## src/rtl/pvr_pkg.sv

```systemverilog
// Shared PVR core definitions: VRAM bus geometry, requester indices and
// the arbiter state type.
package pvr_pkg;

  localparam int VRAM_AW = 24;
  localparam int VRAM_DW = 32;

  localparam int REQ_RA  = 0;
  localparam int REQ_ISP = 1;
  localparam int REQ_TSP = 2;

  typedef enum logic {
    ARB_IDLE,
    ARB_LOCKED
  } arb_state_e;

endpackage

```

## src/rtl/pvr_rr_pick.sv

```systemverilog
// Rotating-priority pick: the first asserted request at or after rr_ptr,
// wrapping cyclically, is returned as a one-hot winner.
module pvr_rr_pick #(
  parameter int NREQ = 3,
  parameter int PW   = 2
) (
  input  logic [NREQ-1:0] req,
  input  logic [PW-1:0]   rr_ptr,
  output logic [NREQ-1:0] winner
);

  logic [PW:0]   idx_raw;
  logic [PW-1:0] idx;
  logic          found;

  always_comb begin
    winner  = '0;
    found   = 1'b0;
    idx_raw = '0;
    idx     = '0;
    for (int k = 0; k < NREQ; k++) begin
      idx_raw = {1'b0, rr_ptr} + (PW+1)'(k);
      if (idx_raw >= (PW+1)'(NREQ)) begin
        idx_raw = idx_raw - (PW+1)'(NREQ);
      end
      idx = idx_raw[PW-1:0];
      if (!found && req[idx]) begin
        winner[idx] = 1'b1;
        found       = 1'b1;
      end
    end
  end

endmodule

```

## src/rtl/pvr_vram_arbiter.sv

```systemverilog
// Shares the single PVR VRAM port between the core requesters with
// round-robin arbitration, optional burst locking and read-return routing.
module pvr_vram_arbiter
  import pvr_pkg::*;
#(
  parameter int NREQ     = 3,
  parameter int RD_LAT   = 2,
  parameter int LOCK_MAX = 8
) (
  input  logic                    clock,
  input  logic                    reset,
  input  logic [NREQ-1:0]         req,
  input  logic [NREQ-1:0]         we,
  input  logic [NREQ-1:0]         lock,
  input  logic [NREQ*VRAM_AW-1:0] addr,
  input  logic [NREQ*VRAM_DW-1:0] wdata,
  output logic [NREQ-1:0]         gnt,
  output logic [NREQ-1:0]         rvalid,
  output logic [VRAM_DW-1:0]      rdata,
  output logic                    mem_rd,
  output logic                    mem_wr,
  output logic [VRAM_AW-1:0]      mem_addr,
  output logic [VRAM_DW-1:0]      mem_wdata,
  input  logic                    mem_wait,
  input  logic [VRAM_DW-1:0]      mem_din
);

  localparam int PW = (NREQ > 1) ? $clog2(NREQ) : 1;
  localparam int CW = $clog2(LOCK_MAX + 1);

  arb_state_e      state_q, state_d;
  logic [PW-1:0]   rr_ptr_q, rr_ptr_d;
  logic [PW-1:0]   owner_q, owner_d;
  logic [CW-1:0]   lock_cnt_q, lock_cnt_d;
  logic [NREQ-1:0] pick;
  logic [PW-1:0]   gnt_id;
  logic [PW-1:0]   mem_id_q;
  logic            issue_ok;
  logic            gnt_any;

  logic [RD_LAT-1:0] pipe_v;
  logic [PW-1:0]     pipe_id [RD_LAT];

  function automatic logic [PW-1:0] wrap_inc(input logic [PW-1:0] v);
    return (v == PW'(NREQ - 1)) ? '0 : v + PW'(1);
  endfunction

  pvr_rr_pick #(
    .NREQ (NREQ),
    .PW   (PW)
  ) u_pick (
    .req    (req),
    .rr_ptr (rr_ptr_q),
    .winner (pick)
  );

  // A beat stalled by the VRAM must stay on the bus, so nothing new may issue.
  assign issue_ok = !(mem_wait && (mem_rd || mem_wr));
  assign gnt_any  = |gnt;

  always_comb begin
    gnt = '0;
    if (issue_ok) begin
      if (state_q == ARB_LOCKED) begin
        gnt[owner_q] = req[owner_q];
      end else begin
        gnt = pick;
      end
    end
  end

  always_comb begin
    gnt_id = '0;
    for (int i = 0; i < NREQ; i++) begin
      if (gnt[i]) begin
        gnt_id = PW'(i);
      end
    end
  end

  // lock_cnt counts beats already granted in the burst, so the grant seen
  // with lock_cnt == LOCK_MAX-1 is the last one before forced release.
  always_comb begin
    state_d    = state_q;
    rr_ptr_d   = rr_ptr_q;
    owner_d    = owner_q;
    lock_cnt_d = lock_cnt_q;
    if (gnt_any) begin
      if (state_q == ARB_IDLE) begin
        if (lock[gnt_id] && (LOCK_MAX > 1)) begin
          state_d    = ARB_LOCKED;
          owner_d    = gnt_id;
          lock_cnt_d = CW'(1);
        end else begin
          rr_ptr_d = wrap_inc(gnt_id);
        end
      end else if (!lock[owner_q] || (lock_cnt_q == CW'(LOCK_MAX - 1))) begin
        state_d    = ARB_IDLE;
        rr_ptr_d   = wrap_inc(owner_q);
        lock_cnt_d = '0;
      end else begin
        lock_cnt_d = lock_cnt_q + CW'(1);
      end
    end
  end

  always_ff @(posedge clock or posedge reset) begin
    if (reset) begin
      state_q    <= ARB_IDLE;
      rr_ptr_q   <= PW'(REQ_RA);
      owner_q    <= '0;
      lock_cnt_q <= '0;
    end else begin
      state_q    <= state_d;
      rr_ptr_q   <= rr_ptr_d;
      owner_q    <= owner_d;
      lock_cnt_q <= lock_cnt_d;
    end
  end

  always_ff @(posedge clock or posedge reset) begin
    if (reset) begin
      mem_rd    <= 1'b0;
      mem_wr    <= 1'b0;
      mem_addr  <= '0;
      mem_wdata <= '0;
      mem_id_q  <= '0;
    end else if (gnt_any) begin
      mem_rd    <= !we[gnt_id];
      mem_wr    <= we[gnt_id];
      mem_addr  <= addr[gnt_id*VRAM_AW +: VRAM_AW];
      mem_wdata <= wdata[gnt_id*VRAM_DW +: VRAM_DW];
      mem_id_q  <= gnt_id;
    end else if (issue_ok) begin
      mem_rd <= 1'b0;
      mem_wr <= 1'b0;
    end
  end

  // The VRAM returns data a fixed RD_LAT cycles after acceptance, so the
  // requester id simply rides a shift pipe that never stalls.
  always_ff @(posedge clock or posedge reset) begin
    if (reset) begin
      pipe_v <= '0;
      for (int s = 0; s < RD_LAT; s++) begin
        pipe_id[s] <= '0;
      end
    end else begin
      pipe_v[0]  <= mem_rd && !mem_wait;
      pipe_id[0] <= mem_id_q;
      for (int s = 1; s < RD_LAT; s++) begin
        pipe_v[s]  <= pipe_v[s-1];
        pipe_id[s] <= pipe_id[s-1];
      end
    end
  end

  always_ff @(posedge clock or posedge reset) begin
    if (reset) begin
      rvalid <= '0;
      rdata  <= '0;
    end else begin
      rvalid <= '0;
      if (pipe_v[RD_LAT-1]) begin
        rvalid[pipe_id[RD_LAT-1]] <= 1'b1;
        rdata                     <= mem_din;
      end
    end
  end

endmodule

```

## config.mk

```make
export PLATFORM = sky130hd
export DESIGN_NAME = pvr_vram_arbiter
export DESIGN_NICKNAME = d
export VERILOG_FILES = /design/src/rtl/pvr_pkg.sv /design/src/rtl/pvr_rr_pick.sv /design/src/rtl/pvr_vram_arbiter.sv
export SDC_FILE = /design/constraint.sdc
export NUM_CORES = 1
export LEC_CHECK = 0
export ABC_AREA = 1
export CORE_ASPECT_RATIO = 0.9
export CORE_UTILIZATION = 39
export DETAILED_ROUTE_END_ITERATION = 10
export PLACE_DENSITY = 0.88
export REMOVE_ABC_BUFFERS = 1
export SETUP_SLACK_MARGIN = 0.5
export SLEW_MARGIN = 20
export SYNTH_ARGS = -nofsm -noshare
export SYNTH_HDL_FRONTEND = slang
export SYNTH_SLANG_ARGS = --single-unit
export TNS_END_PERCENT = 100
```

## constraint.sdc

```tcl
create_clock -name clock -period 4.9 [get_ports clock]
set_clock_uncertainty 0.05 [all_clocks]
set_input_delay 1.225 -clock clock [delete_from_list [all_inputs] [get_ports clock]]
set_output_delay 1.225 -clock clock [all_outputs]
set_load 0.005 [all_outputs]
```

Word-level counts from Yosys, hierarchy flattened
Cells that the tools add are included.
{ "op_classes": {"n_eq_ne": 6, "mux": 51, "reduce_logical": 21, "shifts": 2, "multipliers": 1, "n_lt_le_gt_ge": 14, "bitwise_logic": 4, "n_addsub": 8} }
{ "op_table": {"columns": ["cell", "count"], "rows": [
  ["$shiftx A96 B8 Y32", 1],
  ["$shiftx A72 B8 Y24", 1],
  ["$mux W1", 21],
  ["$lt A2 B3 Y1 const B", 6],
  ["$mux W2", 9],
  ["$mux W3", 6],
  ["$bmux W1 S2", 7],
  ["$mux W4", 3],
  ["$demux W1 S2", 5],
  ["$ge A2 B1 Y1 const B", 5],
  ["$logic_and A1 B1 Y1", 9],
  ["$ge A3 B2 Y1 const B", 2],
  ["$or A3 B3 Y3", 2],
  ["$reduce_and A3 Y1", 2],
  ["$sub A2 B2 Y2 const B", 3],
  ["$logic_not A1 Y1", 5],
  ["$add A2 B1 Y2 const B", 2],
  ["$add A4 B1 Y4 const B", 1],
  ["$eq A2 B2 Y1 const B", 2],
  ["$eq A4 B3 Y1 const B", 1],
  ["$mul A2 B2 Y4 const B", 1],
  ["$ne A2 B2 Y1 const B", 2],
  ["$add A2 B1 Y3 const B", 1],
  ["$add A2 B2 Y3 const B", 1],
  ["other kinds (8)", 9]
]} }
{ "totals": {"inputBits": 212, "output_inout_bits": 96, "regBits": 110} }

Logic depth before layout (Yosys ltp)
{ "depth": {"word_depth": 19, "depth_mapped": 22, "mapped_depth_nobuf": 21} }

Modules after synthesis
From an unflattened synthesis, not the netlist that was laid out.
{ "unflattened": {"cells_unflattened": 691, "hier_area_um2": 5467.7} }
{ "modules_own_cells": {"columns": ["mod", "cells_per_inst", "area_each_um2", "n_inst"], "rows": [
  ["pvr_vram_arbiter", 650, 5235.0, 1],
  ["pvr_rr_pick", 41, 232.7, 1]
]} }

Worst setup path before layout
Ideal clock, no wire load.
{ "synth_timing": {"path_kind": "input-to-output", "start": "in req[2]", "end": "out gnt[2]", "required_ps": 3625, "path_stages": 12, "setup_slack_ps": 1275, "arrival_time_ps": 2350, "n_path_buf": 3, "cell_sequence": "inv_2 -> o21ai_2 -> nand2_2 -> nand2_2 -> inv_2 -> nand2_1 -> nand3b_1 -> nand2_2 -> inv_2 -> buf_4 -> buf_2 -> buf_4"} }
{ "synth_via": {"elab_chain_cells": 11} }
{ "synth_rtl": {"columns": ["element", "line", "text"], "rows": [
  ["from (decl)", "pvr_vram_arbiter.sv:12", "input logic [NREQ-1:0] req,"],
  ["$bmux W1 S2", "pvr_rr_pick.sv:27", "if (!found && req[idx]) begin"],
  ["$mux W1 (not written as such)", "pvr_rr_pick.sv:27", null],
  ["$mux W1", "pvr_rr_pick.sv:27", null],
  ["$logic_not A1 Y1", "pvr_rr_pick.sv:27", null],
  ["$logic_and A1 B1 Y1", "pvr_rr_pick.sv:27", null],
  ["$mux W1", "pvr_rr_pick.sv:27", null],
  ["$logic_not A1 Y1", "pvr_rr_pick.sv:27", null],
  ["$logic_and A1 B1 Y1", "pvr_rr_pick.sv:27", null],
  ["$mux W3", "pvr_rr_pick.sv:27", null],
  ["$mux W3 *", "pvr_vram_arbiter.sv:64", "if (state_q == ARB_LOCKED) begin"],
  ["$mux W3 *", "pvr_vram_arbiter.sv:63", "if (issue_ok) begin"],
  ["to (decl)", "pvr_vram_arbiter.sv:17", "output logic [NREQ-1:0] gnt,"]
]} }
Mark *: on every way between the ends. The rest lies on a longest branch, timed or not. The select of a mux whose other input is x is not followed.

Final worst setup path
{ "layout_timing": {"start": "in mem_wait", "end": "out gnt[2]"} }
{ "layout_via": {"elab_chain_cells": 2} }
{ "layout_rtl": {"columns": ["element", "line", "text"], "rows": [
  ["from (decl)", "pvr_vram_arbiter.sv:24", "input logic mem_wait,"],
  ["$logic_and A1 B1 Y1", "pvr_vram_arbiter.sv:58", "assign issue_ok = !(mem_wait && (mem_rd || mem_wr));"],
  ["$mux W3", "pvr_vram_arbiter.sv:63", null]
]} }
Every way passes these cells.

==> flow_summary.ini <==
[worst_setup_path]
crit_path_end_kind = primary output
slowest_delay_ns = 0.56
crit_arrival_ns = 2.88
crit_type = input port to primary output
path_buf_inv = 4
path_cells = clkdlybuf4s50_1, o21ai_4, inv_1, a21oi_1, nand2_2, inv_2, clkdlybuf4s50_1
startpoint_type = input port
path_max_fanout = 4
cpMostUsedCell = clkdlybuf4s50_1
cpMaxStageDelayCell = clkdlybuf4s50_1
cp_top_family = buffers and inverters
r2r_setup_slack_ns = 1.76
worstPathRequired_ns = 3.62

[cells_and_area]
drive_gt1_frac = 0.0477
fillerInstances = 1067
final_cells = 1154
final_area_um2 = 8860
final_nets = 1198
syn_to_final_growth_pct = 64.0
diodes = 0

[grt]
grt_usage = 0.258
grt_max_degree = 111
grt_pass1_vias = 5742
grt_pass1_wl_mm = 28.7
antenna_found_initial = 0
gr-total-overflow = 0

[sta]
fin_crit_ns = 4.16
tightest_slew_ns = 1.04
grt_setup_unrepaired = no
finalMaxSlewViolations = 0
max_freq_ghz = 0.240
setup_viol = 0
slew_headroom = 0.310
hold_viol = 0
tns_ns = 0
period_share = 0.849

[synth]
netlist_top_cells_count = nand2_1, dfrtp_1, nand3_1
synthArstFlopShare = 1.00
yosysSeqAreaShare = 0.509
synth-edff-count = 0
synth_top_area_frac = 0.509
synth_warnings = 0
synth_ff_type = dfrtp_1
synth.most_common_cell = nand2_1
syn-instance-count = 693
synth_area_leader_cell = dfrtp_1
synth_seq_cells = 110
yosys-top-cells-area = dfrtp_1, nand2_1, nand3_1
synth_area_per_cell_um2 = 7.80
synth.distinct_cells = 36
syn_area_um2 = 5410

[cts]
cts.hold.buffers_added = 0
post_cts_buffers = 0
path_clk_slew_ns = 0.08
cts.sinks = 110
cts-htree-levels = 3
clk_latency_ns = 0.35
cts_buffers = 9
ctsLongestPathBuffers = 2
cts_tree = yes
cts_root_buf = clkbuf_16

[power]
p_per_area_nw_per_um2 = 673
finalPower_w = 0.00596
leakage_nw = 4.00
ir_drop_uv = 680

[status]
violations = DRC
outcome = complete, but fails checks

[drt]
dr.pass1.iters = 8
ant_nets = 0
route.detailed.drc = 1
vias = 5843
first_iter_violations = 355
avgRoutedWirePerCell_um = 15.7
drt-total-wl_mm = 18.2
viasPerCell = 5.06

[floorplanning]
dieArea_um2 = 14300
dieWidth_um = 126
start_util = 0.403
placementRows = 40
core_um2 = 13400
pin_count = 308
die_height_um = 114

[job]
drv_cap = 0

[placed_design]
placed_cell_area_um2 = 8570
numPortBuffers = 307
place_hpwl_mm = 13.1
dp_cells = 1138
place_congestion = 0.930

[worst_hold_path]
hold_path_class = register to register
-- worst paths after layout --
| check | start | depth (start not counted) | to |
|---|---|---|---|
| setup / recovery | mem_wait | 7 | gnt[2] |
| hold / removal | pipe_id[3] | 0 | pipe_id[1] |
| setup reg to reg | rr_ptr_q[1] | 19 | rr_ptr_q[1] |
| hold reg to reg | pipe_id[3] | 0 | pipe_id[1] |
| max in group asynchronous | reset | 3 | mem_wdata[12] |
| min in group asynchronous | reset | 3 | rdata[15] |
-- metal layers --
metal / GRT usage / routed length (um) / vias up / part of all wire
met2: 0.447 / 8940 / 274 / 0.49
met4: 0.0827 / 452 / 0 / 0.025
met5: 0 / 0 / - / 0
met3: 0.0821 / 1460 / 39 / 0.080
met1: 0.304 / 7320 / 2708 / 0.40
li1: - / - / 2822 / -
-- per-stage QoR --
| step | setup WS, ns | utilization | hold WS, ns |
|---|---|---|---|
| after floorplan | 0.723 | - | 0.281 |
| after global placement | 0.535 | 0.639 | 0.282 |
| after detailed placement | 0.511 | 0.639 | 0.285 |
| after CTS | 0.518 | 0.660 | 0.303 |
| after global routing | 0.648 | 0.661 | 0.311 |
| final | 0.741 | 0.661 | 0.302 |
-- where the power goes --
part / switching, W / internal [W]
logic: 0.00200 / 0.00160
clock network: 0.000353 / 0.000355
registers: 0.000280 / 0.00138
-- kinds of logic after synthesis --
family / synth area share
adder cells (fa/ha/maj): 0.0116
flip-flops: 0.509
AO/OA/AOI/OAI: 0.118
XOR/XNOR: 0.00162
buffers and inverters: 0.0625
AND/OR/NAND/NOR: 0.297
-- cell usage in the layout, fill, tap and decap left out, types with 5 or more instances in the layout --
cell type,instances
nand2_1,308
ha_1,5
inv_1,18
nand3_1,47
o22ai_1,21
o21ai_1,23
inv_2,8
clkdlybuf4s50_1,304
nor2_1,23
a31oi_1,18
dfrtp_1,110
buf_4,7
clkbuf_16,9
o21ai_0,42
-- sequential cells by signal, indices dropped and copies added (netlist names) --
register / count
mem_wdata: 32
rdata: 32
mem_addr: 24
lock_cnt_q: 4
pipe_id: 4
rvalid: 3
mem_id_q: 2
owner_q: 2
pipe_v: 2
rr_ptr_q: 2
mem_rd: 1
mem_wr: 1
state_q: 1
-- layout make-up --
class / count / area (um2) / area share
repair buffers: 316 / 3170 / 0.358
clock buffers: 10 / 229 / 0.0258
flip-flops and latches: 110 / 2750 / 0.311
inverters: 30 / 118 / 0.0133
clock inverters: 6 / 56.3 / 0.00635
multi-input cells: 514 / 2320 / 0.262
well taps: 168 / 210 / 0.0237
-- what timing repair did --
item	4_1_cts	5_1_grt
resized for setup	1	3
pin swaps	0	0
setup endpoints to repair	1	3
cloned	0	0
No activity file was read; power rests on OpenSTA's default activity.
